File: src/rtl/ula_controlador_8b_if.sv
// Bundle of the command, ALU-side and result signals of the 8-bit ALU sequencer.
// Optional res_zero member exists only when ULA_CTRL_ZERO_FLAG_EN is defined.
interface ula_controlador_8b_if;
  // Handshake rule for cmd_* and res_*: a transfer happens on the rising edge where
  // valid and ready are both 1; the sender holds its payload stable while valid=1 and ready=0.
  logic       cmd_valid;
  logic       cmd_ready;
  logic [7:0] cmd_a;
  logic [7:0] cmd_b;
  logic [3:0] cmd_s;
  logic       cmd_m;
  logic       cmd_cin;

  logic [3:0] alu_a;
  logic [3:0] alu_b;
  logic [3:0] alu_s;
  logic       alu_m;
  logic       alu_cin;
  logic [3:0] alu_f;
  logic       alu_cout;

  logic       res_valid;
  logic       res_ready;
  logic [7:0] res_f;
  logic       res_cout;
  logic       res_equal;
`ifdef ULA_CTRL_ZERO_FLAG_EN
  logic       res_zero;
`endif

  // slave = the sequencer; master = command source, ALU instance and result consumer
  modport slave (
    input  cmd_valid, cmd_a, cmd_b, cmd_s, cmd_m, cmd_cin,
    output cmd_ready,
    output alu_a, alu_b, alu_s, alu_m, alu_cin,
    input  alu_f, alu_cout,
    output res_valid, res_f, res_cout, res_equal,
`ifdef ULA_CTRL_ZERO_FLAG_EN
    output res_zero,
`endif
    input  res_ready
  );

  modport master (
    output cmd_valid, cmd_a, cmd_b, cmd_s, cmd_m, cmd_cin,
    input  cmd_ready,
    input  alu_a, alu_b, alu_s, alu_m, alu_cin,
    output alu_f, alu_cout,
    input  res_valid, res_f, res_cout, res_equal,
`ifdef ULA_CTRL_ZERO_FLAG_EN
    input  res_zero,
`endif
    output res_ready
  );
endinterface

File: src/rtl/ula_controlador_8b.sv
// Sequencer running 8-bit commands as two chained nibble passes through an external 4-bit ALU.
// Define ULA_CTRL_ZERO_FLAG_EN to add the registered res_zero flag.
module ula_controlador_8b (
  input  logic                clk,
  input  logic                rst,
  ula_controlador_8b_if.slave bus,
  output logic [1:0]          state_dbg_o
);

  typedef enum logic [1:0] {IDLE = 2'd0, LOW = 2'd1, HIGH = 2'd2, DONE = 2'd3} state_t;

  typedef struct packed {
    logic [3:0] a;
    logic [3:0] b;
    logic [3:0] s;
    logic       m;
    logic       cin;
  } alu_drv_t;

  // Maps one command nibble pass onto ALU inputs; inc/dec become add/sub against zero.
  function automatic alu_drv_t alu_drive(input logic [3:0] na, input logic [3:0] nb,
                                         input logic [3:0] s, input logic m,
                                         input logic first, input logic cmd_cin,
                                         input logic carry);
    alu_drv_t d;
    logic     chain;
    logic     step;
    chain = first ? cmd_cin : carry;
    step  = first ? 1'b1 : carry;
    d.a   = na;
    d.b   = nb;
    d.s   = s;
    d.m   = m;
    d.cin = 1'b0;
    if (m) begin
      case (s)
        4'd0, 4'd1, 4'd2: d.cin = chain;
        4'd3: begin d.s = 4'd0; d.b = 4'd0; d.cin = step; end
        4'd4: begin d.s = 4'd1; d.b = 4'd0; d.cin = step; end
        4'd5: begin d.s = 4'd0; d.a = nb; d.b = 4'd0; d.cin = step; end
        4'd6: begin d.s = 4'd1; d.a = nb; d.b = 4'd0; d.cin = step; end
        default: d.cin = 1'b0;
      endcase
    end
    return d;
  endfunction

  state_t     state_q;
  logic [3:0] a_hi_q;
  logic [3:0] b_hi_q;
  logic [3:0] s_q;
  logic       m_q;
  alu_drv_t   alu_q;
  logic [7:0] res_f_q;
  logic       res_cout_q;
  logic       res_equal_q;
  logic       res_valid_q;
  logic       cmd_ready_q;
`ifdef ULA_CTRL_ZERO_FLAG_EN
  logic       res_zero_q;
`endif

  alu_drv_t   alu_lo_d;
  alu_drv_t   alu_hi_d;
  logic       chained_op_d;

  assign alu_lo_d = alu_drive(bus.cmd_a[3:0], bus.cmd_b[3:0], bus.cmd_s, bus.cmd_m,
                              1'b1, bus.cmd_cin, 1'b0);
  // The low-pass carry feeds straight into the registered high-pass carry-in.
  assign alu_hi_d = alu_drive(a_hi_q, b_hi_q, s_q, m_q, 1'b0, 1'b0, bus.alu_cout);
  assign chained_op_d = m_q && (s_q <= 4'd6);

  always_ff @(posedge clk) begin
    if (rst) begin
      state_q     <= IDLE;
      a_hi_q      <= '0;
      b_hi_q      <= '0;
      s_q         <= '0;
      m_q         <= 1'b0;
      alu_q       <= '0;
      res_f_q     <= '0;
      res_cout_q  <= 1'b0;
      res_equal_q <= 1'b0;
      res_valid_q <= 1'b0;
      cmd_ready_q <= 1'b1;
`ifdef ULA_CTRL_ZERO_FLAG_EN
      res_zero_q  <= 1'b0;
`endif
    end else begin
      case (state_q)
        IDLE: begin
          if (bus.cmd_valid) begin
            a_hi_q      <= bus.cmd_a[7:4];
            b_hi_q      <= bus.cmd_b[7:4];
            s_q         <= bus.cmd_s;
            m_q         <= bus.cmd_m;
            res_equal_q <= (bus.cmd_a == bus.cmd_b);
            alu_q       <= alu_lo_d;
            cmd_ready_q <= 1'b0;
            state_q     <= LOW;
          end
        end
        LOW: begin
          res_f_q[3:0] <= bus.alu_f;
          alu_q        <= alu_hi_d;
          state_q      <= HIGH;
        end
        HIGH: begin
          res_f_q[7:4] <= bus.alu_f;
          res_cout_q   <= chained_op_d ? bus.alu_cout : 1'b0;
`ifdef ULA_CTRL_ZERO_FLAG_EN
          res_zero_q   <= ({bus.alu_f, res_f_q[3:0]} == 8'h00);
`endif
          alu_q        <= '0;
          res_valid_q  <= 1'b1;
          state_q      <= DONE;
        end
        DONE: begin
          if (bus.res_ready) begin
            res_valid_q <= 1'b0;
            cmd_ready_q <= 1'b1;
            state_q     <= IDLE;
          end
        end
        default: state_q <= IDLE;
      endcase
    end
  end

  assign bus.cmd_ready = cmd_ready_q;
  assign bus.alu_a     = alu_q.a;
  assign bus.alu_b     = alu_q.b;
  assign bus.alu_s     = alu_q.s;
  assign bus.alu_m     = alu_q.m;
  assign bus.alu_cin   = alu_q.cin;
  assign bus.res_valid = res_valid_q;
  assign bus.res_f     = res_f_q;
  assign bus.res_cout  = res_cout_q;
  assign bus.res_equal = res_equal_q;
`ifdef ULA_CTRL_ZERO_FLAG_EN
  assign bus.res_zero  = res_zero_q;
`endif
  assign state_dbg_o   = state_q;

endmodule
File: src/flat_wrapper.sv
// flat-port wrapper written by rule: the top's interface ports become plain ports
module ula_controlador_8b_flat 
  (clk, rst, state_dbg_o, bus_cmd_valid, bus_cmd_a, bus_cmd_b, bus_cmd_s, bus_cmd_m, bus_cmd_cin, bus_cmd_ready, bus_alu_a, bus_alu_b, bus_alu_s, bus_alu_m, bus_alu_cin, bus_alu_f, bus_alu_cout, bus_res_valid, bus_res_f, bus_res_cout, bus_res_equal, bus_res_ready);
  ula_controlador_8b_if bus_i ();
  input  logic clk;
  input  logic rst;
  output logic [1:0] state_dbg_o;
  input wire logic [$bits(bus_i.cmd_valid)-1:0] bus_cmd_valid;
  input wire logic [$bits(bus_i.cmd_a)-1:0] bus_cmd_a;
  input wire logic [$bits(bus_i.cmd_b)-1:0] bus_cmd_b;
  input wire logic [$bits(bus_i.cmd_s)-1:0] bus_cmd_s;
  input wire logic [$bits(bus_i.cmd_m)-1:0] bus_cmd_m;
  input wire logic [$bits(bus_i.cmd_cin)-1:0] bus_cmd_cin;
  output wire logic [$bits(bus_i.cmd_ready)-1:0] bus_cmd_ready;
  output wire logic [$bits(bus_i.alu_a)-1:0] bus_alu_a;
  output wire logic [$bits(bus_i.alu_b)-1:0] bus_alu_b;
  output wire logic [$bits(bus_i.alu_s)-1:0] bus_alu_s;
  output wire logic [$bits(bus_i.alu_m)-1:0] bus_alu_m;
  output wire logic [$bits(bus_i.alu_cin)-1:0] bus_alu_cin;
  input wire logic [$bits(bus_i.alu_f)-1:0] bus_alu_f;
  input wire logic [$bits(bus_i.alu_cout)-1:0] bus_alu_cout;
  output wire logic [$bits(bus_i.res_valid)-1:0] bus_res_valid;
  output wire logic [$bits(bus_i.res_f)-1:0] bus_res_f;
  output wire logic [$bits(bus_i.res_cout)-1:0] bus_res_cout;
  output wire logic [$bits(bus_i.res_equal)-1:0] bus_res_equal;
  input wire logic [$bits(bus_i.res_ready)-1:0] bus_res_ready;
  assign bus_i.cmd_valid = bus_cmd_valid;
  assign bus_i.cmd_a = bus_cmd_a;
  assign bus_i.cmd_b = bus_cmd_b;
  assign bus_i.cmd_s = bus_cmd_s;
  assign bus_i.cmd_m = bus_cmd_m;
  assign bus_i.cmd_cin = bus_cmd_cin;
  assign bus_cmd_ready = bus_i.cmd_ready;
  assign bus_alu_a = bus_i.alu_a;
  assign bus_alu_b = bus_i.alu_b;
  assign bus_alu_s = bus_i.alu_s;
  assign bus_alu_m = bus_i.alu_m;
  assign bus_alu_cin = bus_i.alu_cin;
  assign bus_i.alu_f = bus_alu_f;
  assign bus_i.alu_cout = bus_alu_cout;
  assign bus_res_valid = bus_i.res_valid;
  assign bus_res_f = bus_i.res_f;
  assign bus_res_cout = bus_i.res_cout;
  assign bus_res_equal = bus_i.res_equal;
  assign bus_i.res_ready = bus_res_ready;
  ula_controlador_8b u_core (.clk(clk), .rst(rst), .bus(bus_i), .state_dbg_o(state_dbg_o));
endmodule
File: config.mk
export PLATFORM = sky130hd
export DESIGN_NAME = ula_controlador_8b_flat
export DESIGN_NICKNAME = d
export VERILOG_FILES = /design/src/rtl/ula_controlador_8b_if.sv /design/src/rtl/ula_controlador_8b.sv /design/src/flat_wrapper.sv
export SDC_FILE = /design/constraint.sdc
export NUM_CORES = 1
export LEC_CHECK = 0
export ABC_AREA = 1
export CORE_AREA = 4 4 79 81
export DETAILED_ROUTE_END_ITERATION = 16
export DIE_AREA = 0 0 83 85
export GPL_TIMING_DRIVEN = 0
export PLACE_DENSITY_LB_ADDON = 0.1
export REMOVE_ABC_BUFFERS = 1
export SLEW_MARGIN = 20
export SYNTH_ARGS = -nofsm -noshare
export SYNTH_HDL_FRONTEND = slang
export SYNTH_SLANG_ARGS = --single-unit
File: constraint.sdc
create_clock -name clk -period 4.4 [get_ports clk]
set_input_delay 1.1 -clock clk [delete_from_list [all_inputs] [get_ports clk]]
set_output_delay 1.1 -clock clk [all_outputs]
set_load 0.02 [all_outputs]
Word level (Yosys, flattened, before mapping) --
Index checks and enable logic that the tools add are counted.
Operators by class: add/subtract/negate cells 0, multipliers 0, divide/modulo/power cells 0, order comparisons 1, eq/ne operators 18, shifts and indexed selects 0, muxes and demuxes 21, bitwise operators 0, reduce and logical (&&, ||, !) cells 21
Operators by type and width (number):
- 14-bit case mux with 3 select lines | 1
- 8-bit case mux with 2 select lines | 2
- 4-bit by 3-bit equality test with 1-bit output, second input constant | 6
- 12-bit two-way mux | 2
- 4-bit by 2-bit equality test with 1-bit output, second input constant | 4
- 14-bit two-way mux | 1
- 2-bit OR reduction | 6
- 4-bit by 1-bit equality test with 1-bit output, second input constant | 2
- 8-bit equality test | 1
- 4-bit zero test | 2
- 4-bit two-way mux | 2
- 2-bit case mux with 4 select lines | 1
- 2-bit AND reduction | 4
- 1-bit two-way mux | 7
- 7-bit OR reduction | 1
- 1-bit case mux with 2 select lines | 3
- 2-bit equality test, second input constant | 2
- 4-bit by 3-bit less-or-equal comparator with 1-bit output, second input constant | 1
- 2-bit two-way mux | 2
- 2-bit inequality test, second input constant | 2
- 2-bit nonzero test | 2
- 4-bit OR reduction | 1
- 3-bit AND reduction | 1
- 3-bit nonzero test | 1
- 4 further kinds | 4
Storage, ports and cells: flip-flop bits (word level) 41, latch bits 0, RAM bits 0, ROM bits 0, bits of input ports 31, output and inout port bits 28, logic and storage cells 77, memories 0

Depth between registers and ports, before layout --
Gate-level depths: netlist of run 1.
depth in word-level cells 6, depth in mapped cells 10, mapped depth without buffers 10

Least setup slack after synthesis of run 1 --
Ideal clock, no wire load.
path kind input to register, from in rst, to reg u_core.a_hi_q[0], setup time 0.070 ns, arrival time 1.778 ns, setup slack 2.552 ns, cell stages on the path 5, path buffers 2, cell sequence buf_2 inv_1 clkbuf_1 o21ai_0 a21oi_1
RTL lines:
- start: declaration | line flat_wrapper.sv:6 | input logic rst;
- end signal: assignment | line ula_controlador_8b.sv:93 | a_hi_q <= bus.cmd_a[7:4];
- end: declaration | line ula_controlador_8b.sv:49 | logic [3:0] a_hi_q;

==> results of run 1 <==
==> flip-flops by register name, indices dropped and copies added, names as in the netlist <==
register	count
u_core.bus.alu_b	4
u_core.bus.alu_m	1
u_core.b_hi_q	4
u_core.bus.alu_s	4
u_core.bus.cmd_ready	1
u_core.bus.alu_a	4
u_core.state_dbg_o	2
u_core.bus.res_cout	1
u_core.bus.res_equal	1
u_core.a_hi_q	4
u_core.bus.res_valid	1
u_core.m_q	1
u_core.bus.alu_cin	1
u_core.bus.res_f	8
u_core.s_q	4
==> power by group through the flow <==
| stage | Clock (mW) | Sequential, mW | Combinational, mW |
|---|---|---|---|
| after floorplan | 0 | 0.714 | 0.461 |
| after global placement | 0 | 0.592 | 0.945 |
| after detailed placement | 0 | 0.595 | 0.949 |
| after CTS | 0.247 | 0.589 | 0.955 |
| after global routing | 0.264 | 0.606 | 1.06 |
| final | 0.243 | 0.587 | 0.948 |
==> area by class of cell <==
type	count	area share, %
Multi-Input combinational cell	233	38.8
Sequential cell	41	28.5
Timing Repair Buffer	58	20.1
Inverter	51	6.64
Tap cell	72	3.13
Clock buffer	6	2.52
Clock inverter	2	0.347
==> tightest hold or removal path: stages (launching register included) <==
cell and delay [ns]:
dfxtp_1 0.30, inv_1 0.06, a21oi_1 0.06
==> how the worst min path moves through the flow <==
stage | from | end | depth (start not counted)
floorplan | u_core.a_hi_q[0] | u_core.a_hi_q[0] | 2
global placement | u_core.a_hi_q[3] | u_core.a_hi_q[3] | 2
detailed placement | u_core.a_hi_q[3] | u_core.a_hi_q[3] | 2
CTS | u_core.a_hi_q[0] | u_core.a_hi_q[0] | 2
global route | u_core.a_hi_q[1] | u_core.a_hi_q[1] | 2
finish | u_core.a_hi_q[0] | u_core.a_hi_q[0] | 2
==> logic make-up after synthesis <==
group / share of synthesized area, %
compound gates: 14.9
flops: 37.6
buf+inv: 11.3
fa+ha+maj: 3.43
xor+xnor: 0.401
simple gates: 32.4
==> cells in the final DEF, fill, tap and decap left out <==
| cell type | instances |
|---|---|
| o21ai_1 | 8 |
| a31oi_1 | 1 |
| nand2_2 | 6 |
| ha_1 | 6 |
| inv_1 | 48 |
| inv_2 | 2 |
| clkbuf_8 | 5 |
| a21oi_2 | 1 |
| a211oi_1 | 1 |
| a21oi_1 | 23 |
| nor2_1 | 56 |
| clkinv_2 | 2 |
| nor2_2 | 2 |
| xor2_1 | 1 |
| clkbuf_1 | 1 |
| nor2_4 | 2 |
| clkinv_1 | 1 |
| o21ai_0 | 25 |
| a21oi_4 | 1 |
| o22ai_1 | 1 |
| clkdlybuf4s50_1 | 58 |
| nand4_1 | 2 |
| dfxtp_1 | 41 |
| nand2_1 | 58 |
| nor3_1 | 2 |
| nand3_1 | 37 |
==> layer usage <==
metal  global-route usage (%)  wire length (µm)  vias up
li1                         -                 -     1165
met1                     22.4              2870      945
met4                     4.16                57        0
met2                     25.6              2340       44
met5                        0                 0        -
met3                     3.98               245        7
==> synthesized netlist by cell type <==
| master | instances |
|---|---|
| nor2_4 | 2 |
| a21oi_4 | 1 |
| o22ai_1 | 1 |
| ha_1 | 6 |
| inv_1 | 48 |
| nor3_1 | 2 |
| nand4_1 | 2 |
| a31oi_1 | 1 |
| xor2_1 | 1 |
| clkbuf_1 | 4 |
| buf_2 | 3 |
| nand3_1 | 37 |
| buf_1 | 1 |
| clkinv_1 | 1 |
| o21ai_1 | 8 |
| a211oi_1 | 1 |
| buf_6 | 2 |
| a21oi_2 | 1 |
| dfxtp_1 | 41 |
| nand2_2 | 6 |
| inv_2 | 2 |
| o21ai_0 | 25 |
| nor2_1 | 56 |
| nand2_1 | 58 |
| a21oi_1 | 23 |
| nor2_2 | 2 |
==> through the flow <==
step           setup slack (ns)  instance area, µm²  std cells
2_1_floorplan              2.46                2130        325
3_5_place_dp               1.48                2800        455
3_3_place_gp               1.50                2800        455
4_1_cts                    1.77                2880        463
6_report                   1.84                2880        463
5_1_grt                    1.58                2880        463
==> results.md, run 1 <==
* Number of ports placed on the die boundary at between 50 and 60
* Clock tree root buffer cell: clkbuf_8
* Status: finished, final reports clean
* Top cell type's share of synthesized area at a little under two fifths
* Total of cells resized after clock tree synthesis at 0
* Cell type group with the largest total delay on the critical path: buffers and inverters
* Clock-pin transition on the worst setup and hold timing paths at 0.08 ns
* Nets at 427
* Internal Power at approximately 1 mW
* Combinational group share of total power at between 50% and 60%
* Count of hold-fix buffers inserted at cts at 0
* Multi-input gate area in the final layout at ~1100 µm²
* Number of vias per cell after detailed routing at around 4.7
* Crit Reg-Reg Startpoint: u_core.state_dbg_o[0]
* Hold violation count in the final report at 0
* Overflow after GRT at 0
* WP depth at 4
* Unrepaired setup endpoints after global routing: false
* Area of the core region at between 5000 and 6000 µm²
* Number of buffers inserted to repair setup after CTS at 0
* Period minus WS final at between 2 and 3 ns
* Cell type of the slowest stage on the worst timing path: inv_1
* Iter 0 DRT Violations at between 60 and 70
* Total Power at ~1.8 mW
* Crit Path Max Fanout at 32
* Count of cell types in the netlist at 26
* Cell accounting for the most synthesized area: dfxtp_1
* Total count of max-transition violations in the final report at 0
* Headroom to the max-slew limit at approximately 45%
* End of the worst register-to-register path: u_core.bus.alu_b[2]
* Global-route wire length before repair at 9490 µm
* Count of fill cells added during filler insertion at a little over 600
* Ratio of total power to cell area at around 620 nW/µm²
* Final core utilization at 52.7%
* Critical path launch point type: input pin
* Top area cells in the synthesized netlist: dfxtp_1 (38%), nand2_1 (10%), nor2_1 (9.6%), nand3_1 (8.5%), inv_1 (8.2%)
* Warnings, synthesis at 0
* CTS Sinks at 41
* Hold slack at approximately 0.46 ns
* Max-cap violation count at 0
* Sw power at between 0.7 and 0.8 mW
* Type of the tightest min-delay check: register to register
* Gpl congestion at around 0.77
* Setup crit end: u_core.s_q[0]
* F_max at a little under 400 MHz
* Die Outline Area at around 7100 µm²
* Clock Power Share at about 14%
* Area growth from synthesis to layout at 31.9%
* Number of buffers on the longest clock path at 2
* Initial core utilization at about 40%
* Count of buffer and inverter cells on the critical path at 2
* HPWL after detailed placement at between 4000 and 5000 µm
* Crit-path max cell delay at slightly above 0.7 ns
* Storage element area at 821 µm²
* Leakage power summed over all cells at approximately 1.3 nW
* Die H at 85 µm
* Inserted Clock Buffers at 5
* Antenna violations before repair at 0
* Arrival time at the worst endpoint at ~2.8 ns
* Gate count of the mapped netlist at between 300 and 400
* DRC violation count after routing at 0
* Antenna diode instance count at 0
* 1st-pass router iterations at 4
* Antenna violation net count after detailed routing at 0
* Final worst clock skew at 0.00511 ns
* Routed length per placed instance at ~12 µm
* Crit-path cells: clkdlybuf4s50_1, inv_1, o21ai_0, a21oi_1
* Count of input and output buffers at 58
* Die Width at between 80 and 90 µm
* Clock tree from TritonCTS: done
* Total number of placement rows at 27
* Global routing usage summed across all routing layers at 16.3%
* Largest net degree at the start of global routing at 33
* Post-synthesis instance area at approximately 2200 µm²
* Sequential fraction of the synthesis area at between 30 and 40%
* Reg-to-reg setup timing slack at approximately 2.4 ns
* Critical setup path kind: input pin to register
* Number of levels the H-tree was split into at 2
* Flop pwr share at around a third
* Slew @ Worst Pin at about 0.83 ns
* Total Negative Setup Slacks at 0 ns
* Critical path origin: rst
* Final setup fails at 0
* Number of flip-flops and latches in the synthesized netlist at 41
* Sw Ratio at 44.0%
* Wirelength, routed at 5510 µm
* DR vias at 2161
* Share of final-layout standard cells stronger than drive strength 1 at roughly 5.4%
* CP endpoint kind: register
* Clock latency reported for the late side of the worst-skew pair at approximately 0.30 ns
* Average cell area after synthesis at 6.52 µm²
* Number of global-route vias before repair at around 2100
* Worst-case vdd ir drop at around 0.30 mV
* Number of cells traversed by the worst register-to-register path at 6
* Portion of the clock cycle consumed by the worst path in the final layout at 58.2%
* Required time at the endpoint of the critical path at ~4.6 ns
(Power assumes the default switching activity.)
==> inputs of run 2 (changes only) <==
Clock period 4.4 ns to 2.4 ns, I/O delays scaled along.
==> results of run 2 <==
The final DEF is identical to that of run 1. Status: finished, final reports clean.
Main changes from that run: setup slack after placement 1.48 ns -> -0.0189 ns; setup slack after layout 1.84 ns -> 0.337 ns; register-to-register setup slack 2.42 ns -> 0.42 ns; total power 1.78 mW -> 3.26 mW; worst IR drop on VDD 0.304 mV -> 0.557 mV
